`src/rtl/instructions_pkg.sv`:
```
// -----------------------------------------------------------------------------
// instructions_pkg
// Shared RV32I decode definitions:
//   - inst_type_e   : supported major opcodes (R/I/S/B/U/J formats)
//   - *_fmt_t       : bit-field layouts of each instruction format
//   - instruction_t : packed union giving every format view of one 32-bit word
//   - decoded_t     : decoded bundle handed from decode to execute
//   - skid_state_e  : occupancy states of the two-entry skid buffer
//   - decode()      : combinational instruction decoder
// -----------------------------------------------------------------------------
package instructions_pkg;

    localparam int unsigned XLEN_C = 32;

    typedef enum logic [6:0] {
        r_type = 7'h33,   // OP
        i_type = 7'h13,   // OP-IMM
        s_type = 7'h23,   // STORE
        b_type = 7'h63,   // BRANCH
        u_type = 7'h17,   // AUIPC
        j_type = 7'h6F    // JAL
    } inst_type_e;

    typedef struct packed {
        logic [6:0] funct7;
        logic [4:0] rs2;
        logic [4:0] rs1;
        logic [2:0] funct3;
        logic [4:0] rd;
        logic [6:0] opcode;
    } r_fmt_t;

    typedef struct packed {
        logic [11:0] imm_11_0;
        logic [4:0]  rs1;
        logic [2:0]  funct3;
        logic [4:0]  rd;
        logic [6:0]  opcode;
    } i_fmt_t;

    typedef struct packed {
        logic [6:0] imm_11_5;
        logic [4:0] rs2;
        logic [4:0] rs1;
        logic [2:0] funct3;
        logic [4:0] imm_4_0;
        logic [6:0] opcode;
    } s_fmt_t;

    typedef struct packed {
        logic       imm_12;
        logic [5:0] imm_10_5;
        logic [4:0] rs2;
        logic [4:0] rs1;
        logic [2:0] funct3;
        logic [3:0] imm_4_1;
        logic       imm_11;
        logic [6:0] opcode;
    } b_fmt_t;

    typedef struct packed {
        logic [19:0] imm_31_12;
        logic [4:0]  rd;
        logic [6:0]  opcode;
    } u_fmt_t;

    typedef struct packed {
        logic       imm_20;
        logic [9:0] imm_10_1;
        logic       imm_11;
        logic [7:0] imm_19_12;
        logic [4:0] rd;
        logic [6:0] opcode;
    } j_fmt_t;

    typedef union packed {
        r_fmt_t      r;
        i_fmt_t      i;
        s_fmt_t      s;
        b_fmt_t      b;
        u_fmt_t      u;
        j_fmt_t      j;
        logic [31:0] raw;
    } instruction_t;

    typedef struct packed {
        logic [XLEN_C-1:0] pc;
        inst_type_e        itype;
        logic [4:0]        rd;
        logic [4:0]        rs1;
        logic [4:0]        rs2;
        logic [2:0]        funct3;
        logic [6:0]        funct7;
        logic [XLEN_C-1:0] imm;
        logic              illegal;
    } decoded_t;

    typedef enum logic [1:0] {
        SKID_EMPTY = 2'd0,
        SKID_ONE   = 2'd1,
        SKID_TWO   = 2'd2
    } skid_state_e;

    // Register indices and funct fields are passed through raw regardless of
    // format; only the immediate depends on the opcode. Unknown opcodes keep
    // their raw value in itype so downstream can report them.
    function automatic decoded_t decode(input instruction_t inst,
                                        input logic [XLEN_C-1:0] pc);
        decoded_t d;
        d.pc      = pc;
        d.itype   = inst_type_e'(inst.r.opcode);
        d.rd      = inst.r.rd;
        d.rs1     = inst.r.rs1;
        d.rs2     = inst.r.rs2;
        d.funct3  = inst.r.funct3;
        d.funct7  = inst.r.funct7;
        d.imm     = {XLEN_C{1'b0}};
        d.illegal = 1'b0;
        case (inst.r.opcode)
            7'h33: d.imm = {XLEN_C{1'b0}};
            7'h13: d.imm = {{20{inst.i.imm_11_0[11]}}, inst.i.imm_11_0};
            7'h23: d.imm = {{20{inst.s.imm_11_5[6]}}, inst.s.imm_11_5, inst.s.imm_4_0};
            7'h63: d.imm = {{19{inst.b.imm_12}}, inst.b.imm_12, inst.b.imm_11,
                            inst.b.imm_10_5, inst.b.imm_4_1, 1'b0};
            7'h17: d.imm = {inst.u.imm_31_12, 12'h000};
            7'h6F: d.imm = {{11{inst.j.imm_20}}, inst.j.imm_20, inst.j.imm_19_12,
                            inst.j.imm_11, inst.j.imm_10_1, 1'b0};
            default: d.illegal = 1'b1;
        endcase
        return d;
    endfunction

endpackage

```
`src/rtl/inst_skid_buffer.sv`:
```
// -----------------------------------------------------------------------------
// inst_skid_buffer
// Two-entry skid buffer with registered handshakes on both sides. The output
// register holds the oldest entry; the skid register catches one extra word
// when the consumer stalls, so in_ready can be registered and still allow
// full throughput.
// Ports:
//   clk, rst_n       clock, async active-low reset
//   flush            synchronous clear of both entries (drops same-cycle input)
//   in_valid/in_ready/in_data     upstream handshake and payload
//   out_valid/out_ready/out_data  downstream handshake and payload
// -----------------------------------------------------------------------------
module inst_skid_buffer
    import instructions_pkg::*;
#(
    parameter int unsigned W = 32
) (
    input  logic         clk,
    input  logic         rst_n,
    input  logic         flush,
    input  logic         in_valid,
    output logic         in_ready,
    input  logic [W-1:0] in_data,
    output logic         out_valid,
    input  logic         out_ready,
    output logic [W-1:0] out_data
);

    skid_state_e  r_state;
    logic         r_in_ready;
    logic         r_out_valid;
    logic [W-1:0] r_out_data;
    logic [W-1:0] r_skid_data;

    logic w_accept;
    logic w_handoff;

    assign w_accept  = in_valid && r_in_ready && !flush;
    assign w_handoff = r_out_valid && out_ready;

    // Occupancy FSM; in_ready/out_valid are registered copies of the state.
    always_ff @(posedge clk or negedge rst_n) begin
        if (!rst_n) begin
            r_state     <= SKID_EMPTY;
            r_in_ready  <= 1'b1;
            r_out_valid <= 1'b0;
            r_out_data  <= {W{1'b0}};
            r_skid_data <= {W{1'b0}};
        end else if (flush) begin
            // Flush wins over any handoff or accept in the same cycle.
            r_state     <= SKID_EMPTY;
            r_in_ready  <= 1'b1;
            r_out_valid <= 1'b0;
        end else begin
            case (r_state)
                SKID_EMPTY: begin
                    if (w_accept) begin
                        r_out_data  <= in_data;
                        r_out_valid <= 1'b1;
                        r_state     <= SKID_ONE;
                    end else begin
                        r_state <= SKID_EMPTY;
                    end
                end
                SKID_ONE: begin
                    if (w_accept && w_handoff) begin
                        r_out_data <= in_data;
                    end else if (w_accept) begin
                        // Consumer stalled: park the new word behind the output.
                        r_skid_data <= in_data;
                        r_in_ready  <= 1'b0;
                        r_state     <= SKID_TWO;
                    end else if (w_handoff) begin
                        r_out_valid <= 1'b0;
                        r_state     <= SKID_EMPTY;
                    end else begin
                        r_state <= SKID_ONE;
                    end
                end
                SKID_TWO: begin
                    if (w_handoff) begin
                        r_out_data <= r_skid_data;
                        r_in_ready <= 1'b1;
                        r_state    <= SKID_ONE;
                    end else begin
                        r_state <= SKID_TWO;
                    end
                end
                default: begin
                    r_state     <= SKID_EMPTY;
                    r_in_ready  <= 1'b1;
                    r_out_valid <= 1'b0;
                end
            endcase
        end
    end

    assign in_ready  = r_in_ready;
    assign out_valid = r_out_valid;
    assign out_data  = r_out_data;

endmodule

```
`src/rtl/inst_decode_stage.sv`:
```
// -----------------------------------------------------------------------------
// inst_decode_stage
// RV32I decode stage between fetch and execute. Each fetched word is decoded
// combinationally, then the decoded bundle is stored in a two-entry skid
// buffer so fetch and execute can stall independently at one word per cycle.
// Ports:
//   clk, rst_n               clock, async active-low reset
//   flush                    synchronous pipeline flush (branch redirect)
//   in_valid/in_ready        fetch handshake; in_inst/in_pc word and its PC
//   out_valid/out_ready      execute handshake
//   out_pc, out_type, out_rd, out_rs1, out_rs2, out_funct3, out_funct7,
//   out_imm, out_illegal     decoded bundle
//   illegal_cnt              saturating count of illegal bundles handed off
// -----------------------------------------------------------------------------
module inst_decode_stage
    import instructions_pkg::*;
#(
    parameter int unsigned XLEN  = 32,
    parameter int unsigned CNT_W = 16
) (
    input  logic             clk,
    input  logic             rst_n,
    input  logic             flush,
    input  logic             in_valid,
    output logic             in_ready,
    input  instruction_t     in_inst,
    input  logic [XLEN-1:0]  in_pc,
    output logic             out_valid,
    input  logic             out_ready,
    output logic [XLEN-1:0]  out_pc,
    output inst_type_e       out_type,
    output logic [4:0]       out_rd,
    output logic [4:0]       out_rs1,
    output logic [4:0]       out_rs2,
    output logic [2:0]       out_funct3,
    output logic [6:0]       out_funct7,
    output logic [XLEN-1:0]  out_imm,
    output logic             out_illegal,
    output logic [CNT_W-1:0] illegal_cnt
);

    decoded_t         w_dec;
    decoded_t         w_out;
    logic             w_out_valid;
    logic             w_handoff;
    logic [CNT_W-1:0] r_illegal_cnt;

    assign w_dec = decode(in_inst, in_pc);

    inst_skid_buffer #(
        .W ($bits(decoded_t))
    ) u_skid (
        .clk       (clk),
        .rst_n     (rst_n),
        .flush     (flush),
        .in_valid  (in_valid),
        .in_ready  (in_ready),
        .in_data   (w_dec),
        .out_valid (w_out_valid),
        .out_ready (out_ready),
        .out_data  (w_out)
    );

    // A handoff during flush still counts as consumed by execute.
    assign w_handoff = w_out_valid && out_ready;

    // Saturating illegal-bundle counter; survives flush, cleared only by reset.
    always_ff @(posedge clk or negedge rst_n) begin
        if (!rst_n) begin
            r_illegal_cnt <= {CNT_W{1'b0}};
        end else if (w_handoff && w_out.illegal && (r_illegal_cnt != {CNT_W{1'b1}})) begin
            r_illegal_cnt <= r_illegal_cnt + {{(CNT_W-1){1'b0}}, 1'b1};
        end else begin
            r_illegal_cnt <= r_illegal_cnt;
        end
    end

    assign out_valid   = w_out_valid;
    assign out_pc      = w_out.pc;
    assign out_type    = w_out.itype;
    assign out_rd      = w_out.rd;
    assign out_rs1     = w_out.rs1;
    assign out_rs2     = w_out.rs2;
    assign out_funct3  = w_out.funct3;
    assign out_funct7  = w_out.funct7;
    assign out_imm     = w_out.imm;
    assign out_illegal = w_out.illegal;
    assign illegal_cnt = r_illegal_cnt;

endmodule

```
`config.mk`:
```
export PLATFORM = sky130hd
export DESIGN_NAME = inst_decode_stage
export DESIGN_NICKNAME = d
export VERILOG_FILES = /design/src/rtl/instructions_pkg.sv /design/src/rtl/inst_skid_buffer.sv /design/src/rtl/inst_decode_stage.sv
export SDC_FILE = /design/constraint.sdc
export NUM_CORES = 1
export LEC_CHECK = 0
export BUFFER_PORTS_ARGS = -buffer_cell sky130_fd_sc_hd__buf_2
export CELL_PAD_IN_SITES_DETAIL_PLACEMENT = 2
export CELL_PAD_IN_SITES_GLOBAL_PLACEMENT = 2
export CORE_MARGIN = 1
export CORE_UTILIZATION = 30
export CTS_CLUSTER_SIZE = 30
export DETAILED_ROUTE_END_ITERATION = 8
export PLACE_DENSITY_LB_ADDON = 0.15
export REMOVE_ABC_BUFFERS = 1
export SYNTH_ARGS = -nofsm -noshare
export SYNTH_HDL_FRONTEND = slang
export SYNTH_SLANG_ARGS = --single-unit
```
`constraint.sdc`:
```
create_clock -name clk -period 2.9 [get_ports clk]
set_clock_uncertainty 0.2 [all_clocks]
set_input_delay 0.29 -clock clk [delete_from_list [all_inputs] [get_ports clk]]
set_output_delay 0.29 -clock clk [all_outputs]
set_load 0.005 [all_outputs]
```
* Word-level counts from Yosys, hierarchy flattened
Index checks and enable logic that the tools add are counted.
** Word-level totals
- Input bits :: 69
- Word-level logic and storage cells :: 67
- Flip-flop bits (word level) :: 214
** Operators by class
- Multiplexer cells :: 24
- Eq/ne operators :: 20
- Reduce and logical (&&, ||, !) cells :: 14
- $add $sub $neg :: 1
- Bitwise logic cells :: 2
** Operator list (number)
- 97-bit two-way mux :: 3
- 97-bit case mux with 3 select lines :: 1
- 32-bit case mux with 5 select lines :: 1
- 16-bit by 1-bit adder with 16-bit output, second input constant :: 1
- 16-bit != test, second input constant :: 1
- 7-bit by 5-bit == test with 1-bit output, second input constant :: 2
- 7-bit by 6-bit == test with 1-bit output, second input constant :: 2
- 7-bit == test, second input constant :: 2
- 1-bit two-way mux :: 12
- 3-bit by 2-bit != test with 1-bit output, second input constant :: 4
- 5-bit AND reduction :: 2
- 2-bit two-way mux :: 4
- 4-bit AND reduction :: 2
- 1-bit logical AND :: 6
- 2-bit by 1-bit != test with 1-bit output, second input constant :: 3
- 3-bit != test, second input constant :: 2
- 1-bit case mux with 3 select lines :: 2
- 2-bit case mux with 3 select lines :: 1
- 6-bit OR reduction :: 1
- 2-bit != test, second input constant :: 2
- 3-bit nonzero test :: 1
- 2-bit by 1-bit == test with 1-bit output, second input constant :: 1
- 2-bit == test, second input constant :: 1
- 2-bit zero test :: 1
- other kinds (2) :: 3

* Depth between registers and ports, before layout
- Depth after elaboration :: 6
- Mapped depth :: 8
- Gate-level depth less buffers :: 5

* Cells and area by module
A second synthesis with hierarchy kept.
** Unflattened totals
- Cell total of the unflattened synthesis :: 905
- Area, all modules :: 9550.4 um^2
** By module, submodules not included
- inst_skid_buffer :: instances 1, seq. area each 4956.0 um^2, area an instance 8281.7 um^2, cells each 760
- inst_decode_stage :: instances 1, seq. area each 400.4 um^2, area an instance 1268.7 um^2, cells each 145

* Worst setup path after synthesis
Ideal clock, no wire load.
- Kind :: flip-flop to flip-flop
- Start point :: register u_skid.r_in_ready (netlist: u_skid.in_ready)
- End point :: register u_skid.r_out_data[10] (netlist: u_skid.out_data[10])
- Arrival time :: 1.932 ns
- Stages on the path, launching flop included :: 7
- Setup slack :: 0.635 ns
- Period minus slack after synthesis :: 2.265 ns
- Cell sequence :: dfstp_2 -> nand3b_1 -> o32ai_1 -> clkbuf_1 -> buf_2 -> mux2i_1 -> o31ai_1
** On the way
- Cells in the longest elaborated chain, start to end :: 5
- Elaborated cells on any way between the ends :: 6
- Classes of those cells :: eq/ne: 2; reduce/logical: 4
** RTL lines
- start: declaration :: line inst_skid_buffer.sv:30 : logic r_in_ready;
- start signal: assignment :: line inst_skid_buffer.sv:45 : r_in_ready <= 1'b1;
- start signal: assignment :: line inst_skid_buffer.sv:52 : r_in_ready <= 1'b1;
- start signal: assignment :: line inst_skid_buffer.sv:71 : r_in_ready <= 1'b0;
- 1-bit logical AND (*) (2 in series) :: line inst_skid_buffer.sv:38 : assign w_accept = in_valid && r_in_ready && !flush;
- 1-bit logical AND :: line inst_skid_buffer.sv:66 : if (w_accept && w_handoff) begin
- 2-bit by 1-bit != test with 1-bit output (no line)
- 5-bit AND reduction (no line) (*)
- end signal: assignment :: line inst_skid_buffer.sv:47 : r_out_data <= {W{1'b0}};
- end signal: assignment :: line inst_skid_buffer.sv:67 : r_out_data <= in_data;
- end signal: assignment :: line inst_skid_buffer.sv:82 : r_out_data <= r_skid_data;
- end: declaration :: line inst_skid_buffer.sv:32 : logic [W-1:0] r_out_data;
Every way passes the cells marked *; elsewhere a longest branch is shown, timed or not.
A chain may end at the register's enable or synchronous reset.

* Final worst setup path
- Start point :: register u_skid.r_state[0]
- End point :: register u_skid.r_out_data[30] (netlist: u_skid.out_data[30])
** On the way
- Cells in the longest elaborated chain, start to end :: 3
- Elaborated cells on any way between the ends :: 9
- Classes of those cells :: eq/ne: 5; mux: 1; reduce/logical: 3
** RTL lines
- start: declaration :: line inst_skid_buffer.sv:29 : skid_state_e r_state;
- start signal: assignment :: line inst_skid_buffer.sv:44 : r_state <= SKID_EMPTY;
- start signal: assignment :: line inst_skid_buffer.sv:51 : r_state <= SKID_EMPTY;
- start signal: assignment :: line inst_skid_buffer.sv:60 : r_state <= SKID_ONE;
- 2-bit == test (tied with other cells) :: line inst_skid_buffer.sv:55 : case (r_state)
- 2-bit by 1-bit != test with 1-bit output (no line) or 3-bit nonzero test (tied branches)
- 5-bit AND reduction (no line)
- end signal: assignment :: line inst_skid_buffer.sv:47
- end signal: assignment :: line inst_skid_buffer.sv:58 : r_out_data <= in_data;
- end signal: assignment :: line inst_skid_buffer.sv:67
Several ways; a longest one is shown, not always the timed one.

==> metrics.json <==
{
  "dieWidth": {"value": 178, "unit": "µm"},
  "worst_setup_path_start_kind": {"value": "flip-flop"},
  "layout_min_cycle_time": {"value": 2350, "unit": "ps"},
  "synth_async_sr_flop_share": {"value": 100, "unit": "%"},
  "numPlacedInstances": {"value": 1557},
  "post_synth.cell_area_avg": {"value": 9.20, "unit": "µm²"},
  "cts_sinks": {"value": 214},
  "maxSlewHeadroom": {"value": 42.1, "unit": "%"},
  "firstDrtPassIters": {"value": 4},
  "finalSetupViolCount": {"value": 0},
  "detailroute.via_count": {"value": 8294},
  "grt_antenna_before_repair": {"value": 1},
  "flow.area_growth_from_synthesis": {"value": 32.1, "unit": "%"},
  "outcome": {"value": "complete, no violations"},
  "die-height": {"value": 178, "unit": "µm"},
  "fin_tns_setup": {"value": 0, "unit": "ps"},
  "clk_root_buffer_cell": {"value": "clkbuf_16"},
  "core_region": {"value": 30600, "unit": "µm²"},
  "skew_pair_late_insertion_delay": {"value": 540, "unit": "ps"},
  "drive_gt1_share": {"value": 22.5, "unit": "%"},
  "timing.final.ws_setup": {"value": 548, "unit": "ps"},
  "grt_start_max_net_pins": {"value": 67},
  "post-place-ws": {"value": 522, "unit": "ps"},
  "synth-edff-count": {"value": 0},
  "synthesis.area": {"value": 9340, "unit": "µm²"},
  "grt_util_all_layers": {"value": 20.0, "unit": "%"},
  "post-synth-top-area-fraction": {"value": 57.0, "unit": "%"},
  "globalRouteOverflowTotal": {"value": 0},
  "finalCritPeriodShare": {"value": 81.1, "unit": "%"},
  "synth_top_cells_by_area": {"value": "dfrtp_1 57%, nand2_1 14%, a31oi_1 4.4%, nor2_1 3.9%, clkbuf_1 1.7%"},
  "cts_tree": {"value": "built"},
  "totalWireLength": {"value": 31100, "unit": "µm"},
  "crit_arrival": {"value": 2610, "unit": "ps"},
  "grt_first_pass_wirelength": {"value": 50300, "unit": "µm"},
  "vias_in_the_first_global_route": {"value": 9243},
  "netlist-cell-type-count": {"value": 53},
  "grt_setup_unrepaired": {"value": "no"},
  "worst_slew_pin_slew": {"value": 868, "unit": "ps"},
  "mapped_cells": {"value": 1016},
  "synth-main-ff-cell": {"value": "dfrtp_1"},
  "floorplan.die_area": {"value": 31900, "unit": "µm²"},
  "worstSetupPathType": {"value": "reg -> reg"},
  "seq_area_frac_synth": {"value": 57.3, "unit": "%"},
  "reg2reg_setup_slack": {"value": 550, "unit": "ps"},
  "drv.max_cap_violation_count": {"value": 0},
  "post_cts_resized": {"value": 0},
  "leakagePower": {"value": 5.95, "unit": "nW"},
  "port_buffers": {"value": 183},
  "number_of_clock_buffers_inserted_by_tritoncts": {"value": 26},
  "drtAntennaViolNets": {"value": 0},
  "std_cell_rows": {"value": 64},
  "initial_utilization": {"value": 30.5, "unit": "%"},
  "synth.ff_latch_count": {"value": 214},
  "crit_path_end_kind": {"value": "flip-flop"},
  "clk_slew_on_worst_s_h_paths": {"value": 60, "unit": "ps"},
  "layout.core_utilization": {"value": 40.3, "unit": "%"},
  "critPathMaxFanout": {"value": 34},
  "gp_congestion": {"value": 0.734},
  "synth_area_leader_cell": {"value": "dfrtp_1"},
  "nets": {"value": 1327},
  "finalHoldViolCount": {"value": 0},
  "cts-htree-levels": {"value": 1},
  "worst_hold_slack": {"value": 105, "unit": "ps"},
  "detailedPlacementHpwl": {"value": 20000, "unit": "µm"},
  "maximum_vdd_drop": {"value": 0.323, "unit": "mV"},
  "via_per_inst": {"value": 4.96},
  "achievable-frequency": {"value": 425, "unit": "MHz"},
  "drc": {"value": 0},
  "ctsLongestPathBuffers": {"value": 3},
  "pwr_density_cell": {"value": 832, "unit": "nW/µm²"},
  "cp.required": {"value": 3150, "unit": "ps"},
  "wl_per_cell": {"value": 18.6, "unit": "µm"},
  "count_of_non_filler_cells_in_the_finished_layout": {"value": 1672},
  "yosysWarningCount": {"value": 0},
  "hp-class": {"value": "in -> async"},
  "drv_slew": {"value": 0},
  "post-cts-setup-buffer-count": {"value": 0},
  "boundaryPins": {"value": 184},
  "drt_iter0_markers": {"value": 322}
}
==> layout make-up <==
class	instances	area, µm²
antenna	1	2.50
timing repair buffer	280	1890
clock buffer	39	779
tap	396	495
multi-input combinational	733	3770
fill	3425	18200
sequential	214	5360
clock inverter	7	46.3
inverter	2	7.51
==> layer usage <==
layer  share of wire, %  GRT usage [%]  vias to the layer above
met2                 48           34.4                      149
li1                   -              -                     3916
met1                 46           26.1                     4191
met3                3.9           3.35                       38
met4                2.1           4.80                        0
met5                  0              0                        -
==> logic make-up after synthesis <==
logic type,Yosys count,synth area share [%]
buffers and inverters,69,2.96
adders and majority gates,1,0.134
DFF,214,57.3
xor gates and xnor gates,12,1.12
AOI/OAI and AO/OA,169,12.6
and+or+nand+nor,532,23.7
muxes,19,2.20
==> cell usage after synthesis (all sizes together) (7+ instances only) <==
master	instances
nand2	350
dfrtp	213
nor2	98
a31oi	65
clkbuf	42
a21oi	26
buf	25
nor3	25
o21ai	17
a211oi	13
mux2	12
and3	10
xor2	10
a21o	9
a221o	9
and2	8
o31ai	8
mux2i	7
==> stage by stage <==
stage,area (µm²),total power [mW]
floorplan,9070,5.90
global placement,10800,6.97
detailed placement,10800,7.13
CTS,12300,10.5
global route,12300,11.0
finish,12300,10.3
==> flip-flops by register name, indices dropped and copies added, names as in the netlist <==
name,count
u_skid.r_skid_data,97
u_skid.out_valid,1
u_skid.in_ready,1
u_skid.r_state,2
illegal_cnt,16
u_skid.out_data,97
==> layout by cell type (no fill, tap or decap), types with 12 or more instances in the layout <==
master	Yosys	final
a31oi_1	65	65
nor3_1	24	22
buf_2	8	182
o21ai_0	17	17
clkbuf_16	0	26
dfrtp_1	213	213
buf_4	0	24
nor2_1	98	98
nand2_1	350	349
mux2_2	12	12
dlygate4sd3_1	0	68
a21oi_1	26	26
==> critical path: stages, from the launching register on <==
cell	delay [ps]
dfrtp_1	490
a21boi_1	210
buf_4	200
o32a_2	740
nor3_1	150
a211oi_2	260
==> what timing repair did <==
| item | CTS | global route |
|---|---|---|
| hold buffers | 68 | 0 |
| hold endpoints to repair | 252 | 0 |
| endpoints found under the setup margin | 0 | 0 |
==> path summary, 6_finish.rpt <==
| kind | endpoint | cells past startpoint | from |
|---|---|---|---|
| setup / recovery | u_skid.out_data[30] | 5 | u_skid.r_state[0] |
| max in group asynchronous | u_skid.in_ready | 3 | rst_n |
| setup reg to reg | u_skid.out_data[30] | 5 | u_skid.r_state[0] |
| hold / removal | u_skid.out_data[66] | 2 | rst_n |
| hold reg to reg | u_skid.r_skid_data[73] | 2 | u_skid.r_skid_data[73] |
| min in group clk | u_skid.r_skid_data[73] | 2 | u_skid.r_skid_data[73] |
==> report_power, final <==
group	total, mW	switching [mW]	internal, mW
registers	4.66	0.618	4.04
logic	2.44	1.35	1.09
clock network	3.17	1.32	1.85
Power figures use the tool's default switching activity.
